<file path="src/rtl/tpu_isa_pkg.sv">
// tpu_isa_pkg: opcode map and instruction helpers shared by the sequencer and control unit.
package tpu_isa_pkg;
   localparam int INSTR_W = 16;
   typedef enum logic [2:0] {
      OP_LD     = 3'd0,
      OP_ST     = 3'd1,
      OP_MATMUL = 3'd2,
      OP_ADD    = 3'd3,
      OP_MUL    = 3'd4,
      OP_BCAST  = 3'd5,
      OP_SYNC   = 3'd6,
      OP_HALT   = 3'd7
   } opcode_e;
   typedef enum logic [2:0] {S_IDLE, S_FETCH, S_LATCH, S_ISSUE, S_DRAIN, S_HALT} seq_state_e;
   function automatic opcode_e opcode_of(input logic [INSTR_W-1:0] i);
      return opcode_e'(i[INSTR_W-1 -: 3]);
   endfunction
   function automatic logic is_long_op(input opcode_e op);
      return op == OP_LD || op == OP_ST || op == OP_MATMUL;
   endfunction
endpackage

</file>
<file path="src/rtl/op_credit_counter.sv">
// op_credit_counter: in-flight long-op counter; simultaneous inc/dec cancel, dec at zero flags underflow.
module op_credit_counter #(
   parameter int MAX_OUT = 4,
   parameter int CNT_W = $clog2(MAX_OUT + 1)
) (
   input  logic             clk,
   input  logic             rst,
   input  logic             i_inc,
   input  logic             i_dec,
   output logic [CNT_W-1:0] o_count,
   output logic             o_full,
   output logic             o_empty,
   output logic             o_underflow
);
   logic [CNT_W-1:0] r_count;
   always_ff @(posedge clk or posedge rst)
      if (rst) r_count <= '0;
      else if (i_inc && !i_dec) r_count <= r_count + 1'b1;
      else if (i_dec && !i_inc && !o_empty) r_count <= r_count - 1'b1;
   assign o_count = r_count;
   assign o_full = r_count == CNT_W'(MAX_OUT);
   assign o_empty = r_count == '0;
   assign o_underflow = i_dec && !i_inc && o_empty;
endmodule

</file>
<file path="src/rtl/instr_sequencer.sv">
// instr_sequencer: fetches instructions and issues them over valid/ready, gating on outstanding long ops.
// Optional SEQ_PERF_CNT_EN adds saturating stall_cycles / instr_count counters.
module instr_sequencer #(
   parameter int ADDR_W = 8,
   parameter int INSTR_W = tpu_isa_pkg::INSTR_W,
   parameter int MAX_OUT = 4,
   localparam int CNT_W = $clog2(MAX_OUT + 1)
) (
   input  logic               clk,
   input  logic               rst,
   input  logic               start,
   input  logic [ADDR_W-1:0]  base_addr,
   output logic               imem_en,
   output logic [ADDR_W-1:0]  imem_addr,
   input  logic [INSTR_W-1:0] imem_rdata,
   output logic [INSTR_W-1:0] instr,
   output logic               instr_valid,
   input  logic               instr_ready,
   input  logic               op_done,
   output logic [ADDR_W-1:0]  pc,
   output logic               busy,
   output logic               halted,
   output logic [CNT_W-1:0]   outstanding,
   output logic               err
`ifdef SEQ_PERF_CNT_EN
   ,
   output logic [31:0]        stall_cycles,
   output logic [31:0]        instr_count
`endif
);
   import tpu_isa_pkg::*;
   seq_state_e         r_state;
   logic [ADDR_W-1:0]  r_pc;
   logic [INSTR_W-1:0] r_instr;
   logic               r_err;
   opcode_e            w_op;
   logic               w_can, w_fire, w_start, w_full, w_empty, w_underflow;
   assign w_op = opcode_e'(r_instr[INSTR_W-1 -: 3]);
   // Gate conditions only relax while waiting in ISSUE, so valid never retracts once raised.
   assign w_can = w_op == OP_SYNC ? w_empty : is_long_op(w_op) ? !w_full : 1'b1;
   assign instr_valid = r_state == S_ISSUE && w_op != OP_HALT && w_can;
   assign w_fire = instr_valid && instr_ready;
   assign w_start = start && (r_state == S_IDLE || r_state == S_HALT);
   op_credit_counter #(.MAX_OUT(MAX_OUT), .CNT_W(CNT_W)) u_credit (
      .clk(clk),
      .rst(rst),
      .i_inc(w_fire && is_long_op(w_op)),
      .i_dec(op_done),
      .o_count(outstanding),
      .o_full(w_full),
      .o_empty(w_empty),
      .o_underflow(w_underflow)
   );
   always_ff @(posedge clk or posedge rst)
      if (rst) begin
         r_state <= S_IDLE;
         r_pc <= '0;
         r_instr <= '0;
         r_err <= 1'b0;
      end else begin
         r_err <= r_err | w_underflow;
         case (r_state)
            S_IDLE, S_HALT: if (w_start) begin
               r_state <= S_FETCH;
               r_pc <= base_addr;
            end
            S_FETCH: r_state <= S_LATCH;
            S_LATCH: begin
               r_instr <= imem_rdata;
               r_state <= S_ISSUE;
            end
            S_ISSUE:
               if (w_op == OP_HALT) r_state <= S_DRAIN;
               else if (w_fire) begin
                  r_pc <= r_pc + 1'b1;
                  r_state <= S_FETCH;
               end
            S_DRAIN: if (w_empty) r_state <= S_HALT;
            default: r_state <= S_IDLE;
         endcase
      end
   assign imem_en = r_state == S_FETCH;
   assign imem_addr = r_pc;
   assign instr = r_instr;
   assign pc = r_pc;
   assign busy = r_state != S_IDLE && r_state != S_HALT;
   assign halted = r_state == S_HALT;
   assign err = r_err;
`ifdef SEQ_PERF_CNT_EN
   logic [31:0] r_stall, r_icnt;
   always_ff @(posedge clk or posedge rst)
      if (rst || w_start) begin
         r_stall <= '0;
         r_icnt <= '0;
      end else begin
         if (r_state == S_ISSUE && !w_fire && r_stall != '1) r_stall <= r_stall + 1'b1;
         if (w_fire && r_icnt != '1) r_icnt <= r_icnt + 1'b1;
      end
   assign stall_cycles = r_stall;
   assign instr_count = r_icnt;
`endif
endmodule

</file>
<file path="config.mk">
export PLATFORM = sky130hd
export DESIGN_NAME = instr_sequencer
export DESIGN_NICKNAME = d
export VERILOG_FILES = /design/src/rtl/tpu_isa_pkg.sv /design/src/rtl/op_credit_counter.sv /design/src/rtl/instr_sequencer.sv
export SDC_FILE = /design/constraint.sdc
export NUM_CORES = 1
export LEC_CHECK = 0
export ABC_AREA = 1
export CAP_MARGIN = 5
export CORE_AREA = 2 2 81 83
export CTS_CLUSTER_DIAMETER = 200
export DETAILED_ROUTE_END_ITERATION = 8
export DIE_AREA = 0 0 83 85
export REMOVE_ABC_BUFFERS = 1
export SYNTH_ARGS = -nofsm -noshare
export SYNTH_HDL_FRONTEND = slang
export SYNTH_HIERARCHICAL = 1
export SYNTH_SLANG_ARGS = --single-unit
</file>
<file path="constraint.sdc">
create_clock -name clk -period 3.05 [get_ports clk]
set_input_delay 0.4575 -clock clk [delete_from_list [all_inputs] [get_ports clk]]
set_output_delay 0.4575 -clock clk [all_outputs]
set_load 0.02 [all_outputs]
</file>
Word-level counts from Yosys, hierarchy flattened

Index checks and enable logic that the tools add are counted.

$mul: 0
Equality and inequality tests: 17
Bitwise gates (word level): 1
Order comparisons: 0
Add/sub/neg operators: 3
Shift operators: 0
Divide/modulo/power cells: 0
Mux-type cells: 13
Reductions and logical operators: 26

Operators with widths:

| cell                                                                   | count |
|---|---|
| 8-bit 2-to-1 mux                                                       | 3 |
| 3-bit 2-to-1 mux                                                       | 6 |
| 8-bit one-hot mux with 2 select lines                                  | 1 |
| 3-bit equality test (second input constant)                            | 5 |
| 3-bit one-hot mux with 5 select lines                                  | 1 |
| 1-bit logical AND                                                      | 10 |
| 3-bit by 2-bit equality test with 1-bit output (second input constant) | 3 |
| 3-bit zero test                                                        | 3 |
| 8-bit by 1-bit adder with 8-bit output (second input constant)         | 1 |
| 3-bit by 1-bit equality test with 1-bit output (second input constant) | 2 |
| 2-bit != test (second input constant)                                  | 3 |
| 3-bit != test (second input constant)                                  | 2 |
| 1-bit zero test                                                        | 4 |
| 4-bit AND reduction                                                    | 1 |
| 2-bit nonzero test                                                     | 2 |
| 3-bit by 1-bit adder with 3-bit output (second input constant)         | 1 |
| 1-bit logical OR                                                       | 3 |
| 3-bit by 2-bit != test with 1-bit output (second input constant)       | 1 |
| 3-bit AND reduction                                                    | 1 |
| 3-bit nonzero test                                                     | 1 |
| 3-bit by 1-bit subtractor with 3-bit output (second input constant)    | 1 |
| 1-bit 2-to-1 mux                                                       | 2 |
| 2-bit by 1-bit != test with 1-bit output (second input constant)       | 1 |
| 2-bit OR reduction                                                     | 1 |
| 1-bit bitwise OR                                                       | 1 |

Memory bits (writable): 0
Register bits after elaboration: 31
Input bits: 29
Bits in read-only memories: 0
Output and inout port bits: 40
Memories: 0
Bits in latches: 0
Logic and storage cells: 65

Depth between registers and ports, before layout

Gate-level depths: netlist (run 1).

Depth after elaboration: 13
Mapped depth: 17
Mapped depth without buffers: 17

Cells and area by module

The synthesis (run 1) kept the hierarchy.

By module, submodules not included:

| module            | sequential area each (um^2) | cells each | times used | area each (um^2) |
|---|---|---|---|---|
| instr_sequencer   | 700.7                       | 189        | 1          | 1599.0 |
| op_credit_counter | 75.1                        | 33         | 1          | 219.0 |

Least setup slack after synthesis (run 1)

Ideal clock, no wire load.

Kind: flip-flop to flip-flop
Start: register u_credit.r_count[0], in the netlist u_credit/o_count[0]
End: register u_credit.r_count[2], in the netlist u_credit/o_count[2]
Required time: 2.937 ns
Arrival time: 2.205 ns
Clock period less this slack: 2.318 ns
Setup time: 0.113 ns
Buffers on the path: 0
Cell stages (with the launch flop): 18
Path slack: 0.732 ns
Cells stage by stage: dfrtp_1 > nor2_1 > nand2_2 > inv_2 > nand2_1 > nand2_1 > nand4_2 > nor2_1 > inv_1 > nor2_1 > inv_1 > fa_1 > nor2_1 > nand2_1 > nand2_1 > nand2_1 > nand2_1 > inv_1

Elaborated cells between the ends (all ways): 18
Those cells by class: 2 x add/sub; 1 x eq/ne; 4 x mux; 11 x reduce/logical

RTL lines:

| element                        | line                    | text |
|---|---|---|
| from (decl)                    | op_credit_counter.sv:15 | `logic [CNT_W-1:0] r_count;` |
| from (signal assigned)         | op_credit_counter.sv:18 | `else if (i_inc && !i_dec) r_count <= r_count + 1'b1;` |
| from (signal assigned)         | op_credit_counter.sv:19 | `else if (i_dec && !i_inc && !o_empty) r_count <= r_count - 1'b1;` |
| 3-bit zero test (*)            | op_credit_counter.sv:22 | `assign o_empty = r_count == '0;` |
| via w_empty                    | instr_sequencer.sv:37   | `logic w_can, w_fire, w_start, w_full, w_empty, w_underflow;` |
| 1-bit 2-to-1 mux               | instr_sequencer.sv:40   | `assign w_can = w_op == OP_SYNC ? w_empty : is_long_op(w_op) ? !w_full : 1'b1;` |
| 1-bit logical AND              | instr_sequencer.sv:41   | `assign instr_valid = r_state == S_ISSUE && w_op != OP_HALT && w_can;` |
| 1-bit logical AND              | instr_sequencer.sv:42   | `assign w_fire = instr_valid && instr_ready;` |
| 1-bit logical AND              | instr_sequencer.sv:47   | `.i_inc(w_fire && is_long_op(w_op)),` |
| 1-bit zero test                | op_credit_counter.sv:19 |  |
| 1-bit logical AND (2 in a row) | op_credit_counter.sv:19 |  |
| 2-bit nonzero test (no line)   | -                       |  |

Mark *: on every way through the listed nets, which the timed path passes. The rest lies on a longest branch. The select of a mux whose other input is x is not followed.
A chain may end at the register's enable or synchronous reset.

Worst setup path in the final report (run 1)

Ends and elaborated chain as after synthesis.

==> results of run 1 <==
[layer usage]
metal / vias up / global-route usage [%] / wire length (microns)
li1: 824 / - / -
met3: 4 / 4.09 / 307
met5: - / 0 / 0
met4: 0 / 3.73 / 35
met1: 735 / 16.0 / 1940
met2: 56 / 21.8 / 1940
[power by group through the flow]
stage	combinational, mW	clock [mW]	sequential [mW]
after detailed placement	1.98	0	0.854
final	1.96	0.415	0.845
after floorplan	0.931	0	1.11
after global routing	2.17	0.448	0.884
after CTS	1.99	0.431	0.849
after global placement	1.98	0	0.843
[critical path: stages, from the launching register on]
cell and delay (ps):
dfrtp_1 440, nor2_1 140, nand2_2 100, inv_2 90
nand2_1 50, nand2_1 90, nand4_2 160, nor2_1 130
inv_1 60, nor2_1 180, inv_1 110, fa_1 390
nor2_1 110, nand2_1 70, nand2_1 60, nand2_1 40
nand2_1 50, inv_1 30
[synthesized netlist by cell type, drive strengths merged]
| cell | number |
|---|---|
| o21bai | 1 |
| nand3 | 26 |
| nor2 | 18 |
| o21a | 1 |
| mux2 | 14 |
| buf | 11 |
| nand2 | 78 |
| fa | 1 |
| or2 | 2 |
| o21ai | 3 |
| nand4 | 2 |
| dfrtp | 31 |
| nor3 | 1 |
| nand3b | 1 |
| and3 | 1 |
| a21oi | 3 |
| ha | 1 |
| inv | 27 |
[layout make-up]
class                           count  area [sq um]  share of cell area (%)
Multi-Input combinational cell    153           848                    32.2
Sequential cell                    31           776                    29.4
Timing Repair Buffer               70           696                    26.4
Inverter                           27           104                    3.94
Tap cell                           77          96.3                    3.65
Clock buffer                        6          82.6                    3.13
Clock inverter                      2          35.0                    1.33
[state kept, by name (all words and copies together) (netlist names)]
name	cells
imem_addr	8
u_credit/o_count	3
instr	16
r_state	3
err	1
[through the flow]
step	setup WS, ps	power [mW]	cell area (sq um)
4_1_cts	631	3.27	2640
6_report	655	3.22	2640
3_3_place_gp	641	2.82	2520
2_1_floorplan	729	2.04	1730
3_5_place_dp	626	2.84	2520
5_1_grt	322	3.50	2640
[cell families after synthesis]
kind of cell	share of synthesized area [%]
buffers and inverters	10.7
flip-flops	42.7
adder cells (fa/ha/maj)	1.79
multiplexers	8.67
AO/OA/AOI/OAI	2.89
AND/OR/NAND/NOR	33.3
[final timing paths]
| kind | endpoint | slack (ps) | cells past startpoint |
|---|---|---|---|
| worst max-delay path | u_credit/o_count[2] | 650 | 17 |
| worst min-delay path | u_credit/o_count[0] | 380 | 2 |
| worst max register to register | u_credit/o_count[2] | 650 | 17 |
| worst min register to register | instr[0] | 490 | 1 |
| max in group asynchronous | imem_addr[2] | 1830 | 3 |
| min in group clk | instr[0] | 490 | 1 |
==> metrics, run 1 <==
worst reg2reg path startpoint u_credit/o_count[0]; DR vias 1619; Clock power frac 12.9%; Int Power 1.77 mW; area leader, netlist dfrtp_1; Fillers 635; clk slew on worst S/H paths 60 ps; vias per std cell 4.42; part of the cycle the worst path needs 78.5%; Syn Inst Count 222; clock skew 6.79 ps; Max Cap Viol 0; Worst Path Required 3220 ps; vias in the first global route 1698; hold_buf cts 0; Ys Warns 6; Max-slew headroom 59.4%; ant diodes 0; share of layout cells above drive strength 1 14.5%; WS Path Type flop to flop; # resized after CTS 0; HP Class primary input to async pin; Total Nets Final 319; Mapped Area 1820 sq um; Util after Layout 42.5%; Hold WS 379 ps; post-CTS setup buffer count 0; initial antenna violation count 0; Starting Density 29.3%; crit path max fanout 6; Avg WL per Cell 11.6 microns; final slew viol count 0; Worst setup SP type flop; Detail Route Antenna Nets 0; Comb power frac 60.9%; core area 6200 sq um; clock sink count 31; RSZ-0062 raised after global routing false; CTS tree done; register bit count reported by yosys 31; GRT Resource Usage Total 12.9%; Yosys cell types 30; die area 7060 sq um; Port Buf Inserts 68; Synth area leaders dfrtp_1, nand2_1, mux2_2, nand3_1, inv_1; Post-DP HPWL 3250 microns; P_leak 1.25 nW; placed insts 358; Synth top area share 42.7%; Mean Syn Cell Area 8.19 sq um; drt first pass iters 4; NetSw 1.45 mW; Final setup viols 0; clock period minus worst slack 2400 ps; sequential-to-total area share from yosys stat 42.7%; residual DRC count 0; setup TNS 0 ps; Slew @ Worst Pin 608 ps; row cnt 29; Critical Path AT 2570 ps; Setup crit end kind flop; most common cell after layout, fill and taps aside nand2_1; outcome finished clean; largest net degree at the start of global routing 20; sequential power share 26.2%; Clock Tree Buf Depth 2; Die W 83 microns; H-tree levels 2; final std cells w/o fill 366; Final GP Congestion 0.808; worst skew pair latency 270 ps; Worst VDD drop 481 uV; CP startpoint u_credit/o_count[0]; I/O pin total 69; Sw Share 44.9%; f_max 418 MHz; cts bufs inserted 5; first-pass GRT wire length 7580 microns; chip height 85 microns; Remaining Overflow, GRT 0; P&R area growth vs syn 45.1%; final hold vios 0; most frequent cells in the layout nand2_1, clkdlybuf4s50_1, dfrtp_1; PD cells 1220 nW/um^2; initial DRC count 65; root buffer cell clkbuf_8; drt total wl 4230 microns
Note: power is estimated with default switching activity, not from simulation.
==> inputs of run 2 (changes only) <==
Clock period 3.05 ns to 2.11 ns, I/O delays scaled along.
==> run 2 against run 1 <==
Against the previous run:
- clock-buffer cell count stayed put
- first-iteration DRC count is the same
- clock skew shrank 1.5 ps
- sequential power rose by 40%
- hold slack got worse by 150 ps
- power is 48% higher
- global-route usage decreased by 0.29 points
- final area grew 2.8%
- sequential share of layout area shrank 0.79 points
- wire length is 2.9% higher
- combinational power is 53% higher
==> metrics, run 2 (synthesized netlist as in run 1, its figures left out) <==
outcome finished clean; Remaining Overflow, GRT 0; hold_buf cts 0; R2R Setup Slk 190 ps; Critical Path AT 1680 ps; R2R depth 17; first-pass GRT wire length 7340 microns; Util after Layout 43.7%; Setup crit end kind output pin; crit path cell chain buf_4, inv_1, nand3_2, inv_1, clkdlybuf4s50_1; f_max 500 MHz; final slew viol count 0; HP Class primary input to async pin; worst skew pair latency 280 ps; final hold vios 0; Slew @ Worst Pin 378 ps; Worst Path Required 1790 ps; ant diodes 0; die area 7060 sq um; Final GP Congestion 0.765; setup TNS 0 ps; Final setup viols 0; DP Area 2580 sq um; drt total wl 4350 microns; Detail Route Antenna Nets 0; max FFs per register 16; most common cell after layout, fill and taps aside nand2_1; Total Nets Final 327; row cnt 29; Die W 83 microns; clock period minus worst slack 2000 ps; Avg WL per Cell 11.6 microns; share of layout cells above drive strength 1 19.5%; Port Buf Inserts 68; CP startpoint r_state[1]; fin area 2710 sq um; Starting Density 29.3%; P&R area growth vs syn 49.1%; Fillers 611; Buf+Inv Stages, Crit Path 4; clock skew 5.30 ps; Max Cap Viol 0; chip height 85 microns; part of the cycle the worst path needs 94.9%; Max-slew headroom 74.8%; DR vias 1639; largest net degree at the start of global routing 29; slowest stage cell, crit path clkdlybuf4s50_1; root buffer cell clkbuf_8; most frequent cells in the layout nand2_1, clkdlybuf4s50_1, dfrtp_1; Design Power 4.77 mW; slowest stage delay, CP 590 ps; vias per std cell 4.38; I/O pin total 69; core area 6200 sq um; GRT Resource Usage Total 12.6%; vias in the first global route 1616; residual DRC count 0; CP most frequent cell inv_1; RSZ-0062 raised after global routing true; Clock Tree Buf Depth 2; Worst setup SP type flop; crit path max fanout 4; initial DRC count 65; clk slew on worst S/H paths 70 ps; cts bufs inserted 5; cell family with most CP delay buffers and inverters; Hold WS 231 ps; Post-DP HPWL 3230 microns; WS Path Type flop to output pin; PD cells 1760 nW/um^2; P_leak 1.30 nW; Worst VDD drop 742 uV; worst reg2reg path startpoint u_credit/o_count[1]; clock sink count 31; drt first pass iters 4; initial antenna violation count 0; H-tree levels 2; Worst R2R End u_credit/o_count[2]; CTS tree done
run 2: how the worst max path moves through the flow:
stage / depth (start not counted) / to / slack (ps)
2_1_floorplan: 17 / u_credit/o_count[2] / -210
3_3_place_gp: 13 / u_credit/o_count[2] / 20
3_5_place_dp: 13 / u_credit/o_count[2] / -0.04
4_1_cts: 17 / u_credit/o_count[2] / 30
5_1_grt: 17 / u_credit/o_count[2] / -50
6_report: 5 / halted / 110
run 2: final cells by class:
cell class	instances	area, sq um	area share (%)
Clock buffer	6	82.6	3.05
Sequential cell	31	776	28.6
Clock inverter	2	35.0	1.29
Tap cell	77	96.3	3.55
Timing Repair Buffer	78	753	27.8
Inverter	27	104	3.83
Multi-Input combinational cell	153	863	31.9
run 2: where the power goes:
group	leakage (nW)	internal, mW	switching (mW)
Combinational	0.869	1.35	1.64
Sequential	0.367	0.909	0.269
Clock	0.0612	0.382	0.222
Total	1.30	2.64	2.13
run 2: worst reg2reg max path, stage by stage (launching register included):
cell and delay [ps]:
dfrtp_1 380, nor2_2 110, nand2_2 60, inv_2 60, nand2_2 50, nand2_2 70
nand4_2 90, nor2_1 90, inv_1 60, nor2_2 110, inv_2 60, fa_2 340
nor2_2 80, nand2_1 70, nand2_1 60, nand2_1 40, nand2_1 50, inv_1 30
run 2: layer usage:
metal	vias to the layer above	track usage, %	share of wire (%)
li1	837	-	-
met1	751	15.9	46
met2	49	20.7	47
met3	2	4.67	7.0
met4	0	3.13	0.44
met5	-	0	0
run 2: what timing repair did:
item	in CTS	in global routing
resized for setup	2	8
gates cloned	0	0
setup endpoints to repair	2	1
buffers inserted	0	0
pin swaps	0	1
run 2: metrics by stage:
stage	setup WS (ps)	instances
after floorplan	-211	211
after global placement	23.8	366
after detailed placement	-0.0420	366
after CTS	33.8	374
after global routing	-48.7	374
final	109	374
==> inputs of run 3 (changes only) <==
Settings changed: CORE_AREA 2 2 81 83 to 2 2 62 108, DIE_AREA 0 0 83 85 to 0 0 64 110.
==> run 3 against run 2 <==
Against the previous run:
- maximum frequency decreased by 1.3%
- largest power group unchanged
- utilization grew 0.55 points
- sequential share of layout area barely moved
- register-to-register slack lost 110 ps
==> metrics, run 3 (synthesized netlist as in run 1, its figures left out) <==
slowest stage cell, crit path dfrtp_1; Die W 64 microns; clock period minus worst slack 2030 ps; Worst Path Required 2290 ps; Final GP Congestion 0.834; ant diodes 0; Starting Density 29.6%; cell family with most CP delay simple AND/OR/NAND/NOR gates; Max-slew headroom 71.0%; slowest stage delay, CP 390 ps; DR vias 1686; DP Area 2610 sq um; Slew @ Worst Pin 435 ps; vias in the first global route 1717; H-tree levels 2; drt first pass iters 4; share of layout cells above drive strength 1 18.7%; Critical Path AT 2210 ps; CP most frequent cell nand2_1; I/O pin total 69; Buf+Inv Stages, Crit Path 4; Max Cap Viol 0; max FFs per register 16; Design Power 4.65 mW; HP Class primary input to async pin; PD cells 1710 nW/um^2; multi-input combinational cell area 861 sq um; Clock Tree Buf Depth 2; cts bufs inserted 5; f_max 493 MHz; vias per std cell 4.45; Total Nets Final 329; crit path cell chain nor2_2, nand2_2, inv_2, nand2_1, nand2_1, nand4_2, nor2_1, inv_1, nor2_1, inv_1, fa_2, nor2_2, nand2_1, nand2_1, nand2_1, nand2_1, inv_1; RSZ-0062 raised after global routing true; most frequent cells in the layout nand2_1, clkdlybuf4s50_1, dfrtp_1; clk slew on worst S/H paths 60 ps; WS Path Type flop to flop; residual DRC count 0; largest net degree at the start of global routing 21; outcome finished clean; Worst VDD drop 730 uV; Final setup viols 0; Worst setup SP type flop; Setup crit end kind flop; hold_buf cts 0; most common cell after layout, fill and taps aside nand2_1; part of the cycle the worst path needs 96.1%; first-pass GRT wire length 7330 microns; Avg WL per Cell 11.8 microns; worst skew pair latency 290 ps; row cnt 38; Port Buf Inserts 68; final slew viol count 0; Detail Route Antenna Nets 0; root buffer cell clkbuf_8; P&R area growth vs syn 49.2%; core area 6130 sq um; initial antenna violation count 0; crit path max fanout 2; die area 7040 sq um; final hold vios 0; FF/Latch Area 776 sq um; GRT Resource Usage Total 13.3%; Fillers 610; chip height 110 microns; clock skew 5.72 ps; clock sink count 31; post-CTS setup buffer count 0; fin area 2710 sq um; Remaining Overflow, GRT 0; CTS tree done; Post-DP HPWL 3430 microns; P_leak 1.32 nW; drt total wl 4460 microns; initial DRC count 60; Util after Layout 44.2%
==> run 3: layer usage <==
layer	GRT usage (%)	share of wire [%]
met5	0	0
met4	6.83	1.7
met3	3.86	5.9
met2	24.7	54
met1	13.3	38
==> run 3: through the flow <==
step | cells | hold WS (ps) | setup TNS [ps] | setup WS [ps]
6_report | 379 | 256 | 0 | 82.2
2_1_floorplan | 211 | 70.1 | -240 | -211
3_5_place_dp | 371 | 455 | -3.46 | -3.46
5_1_grt | 379 | 269 | -79.4 | -79.4
4_1_cts | 379 | 258 | 0 | 0.688
3_3_place_gp | 371 | 450 | 0 | 42.3
==> run 3: repair_timing <==
action	in CTS	in global routing
setup endpoints to repair	1	4
resized for setup	1	7
pin swaps	0	1
==> run 3: area by class of cell <==
type | count | share of cell area, %
Multi-Input combinational cell | 153 | 31.7
Timing Repair Buffer | 80 | 29.0
Sequential cell | 31 | 28.6
Inverter | 27 | 3.83
Tap cell | 80 | 3.69
Clock buffer | 6 | 2.68
Clock inverter | 2 | 0.461
==> run 3: final timing paths <==
path,startpoint,endpoint,slack (ps),depth (start not counted)
worst max register to register,u_credit/o_count[1],u_credit/o_count[2],80,17
worst min-delay path,rst,u_credit/o_count[0],260,2
worst max-delay path,u_credit/o_count[1],u_credit/o_count[2],80,17
min in group clk,err,err,460,1
max in group asynchronous,rst,instr[15],1280,3
worst min register to register,err,err,460,1
==> run 3: worst register-to-register path: cells and delay by family, from the launching register on <==
kind / cells / cell delay [ps]
AND/OR/NAND/NOR: 12 / 980
flip-flops: 1 / 390
adder cells (fa/ha/maj): 1 / 350
buffers and inverters: 4 / 230
==> run 3: where the power goes <==
group | leakage, nW | internal, mW | switching (mW)
clock | 0.0412 | 0.230 | 0.236
sequential | 0.367 | 0.908 | 0.262
combinational | 0.912 | 1.37 | 1.64
total | 1.32 | 2.50 | 2.14
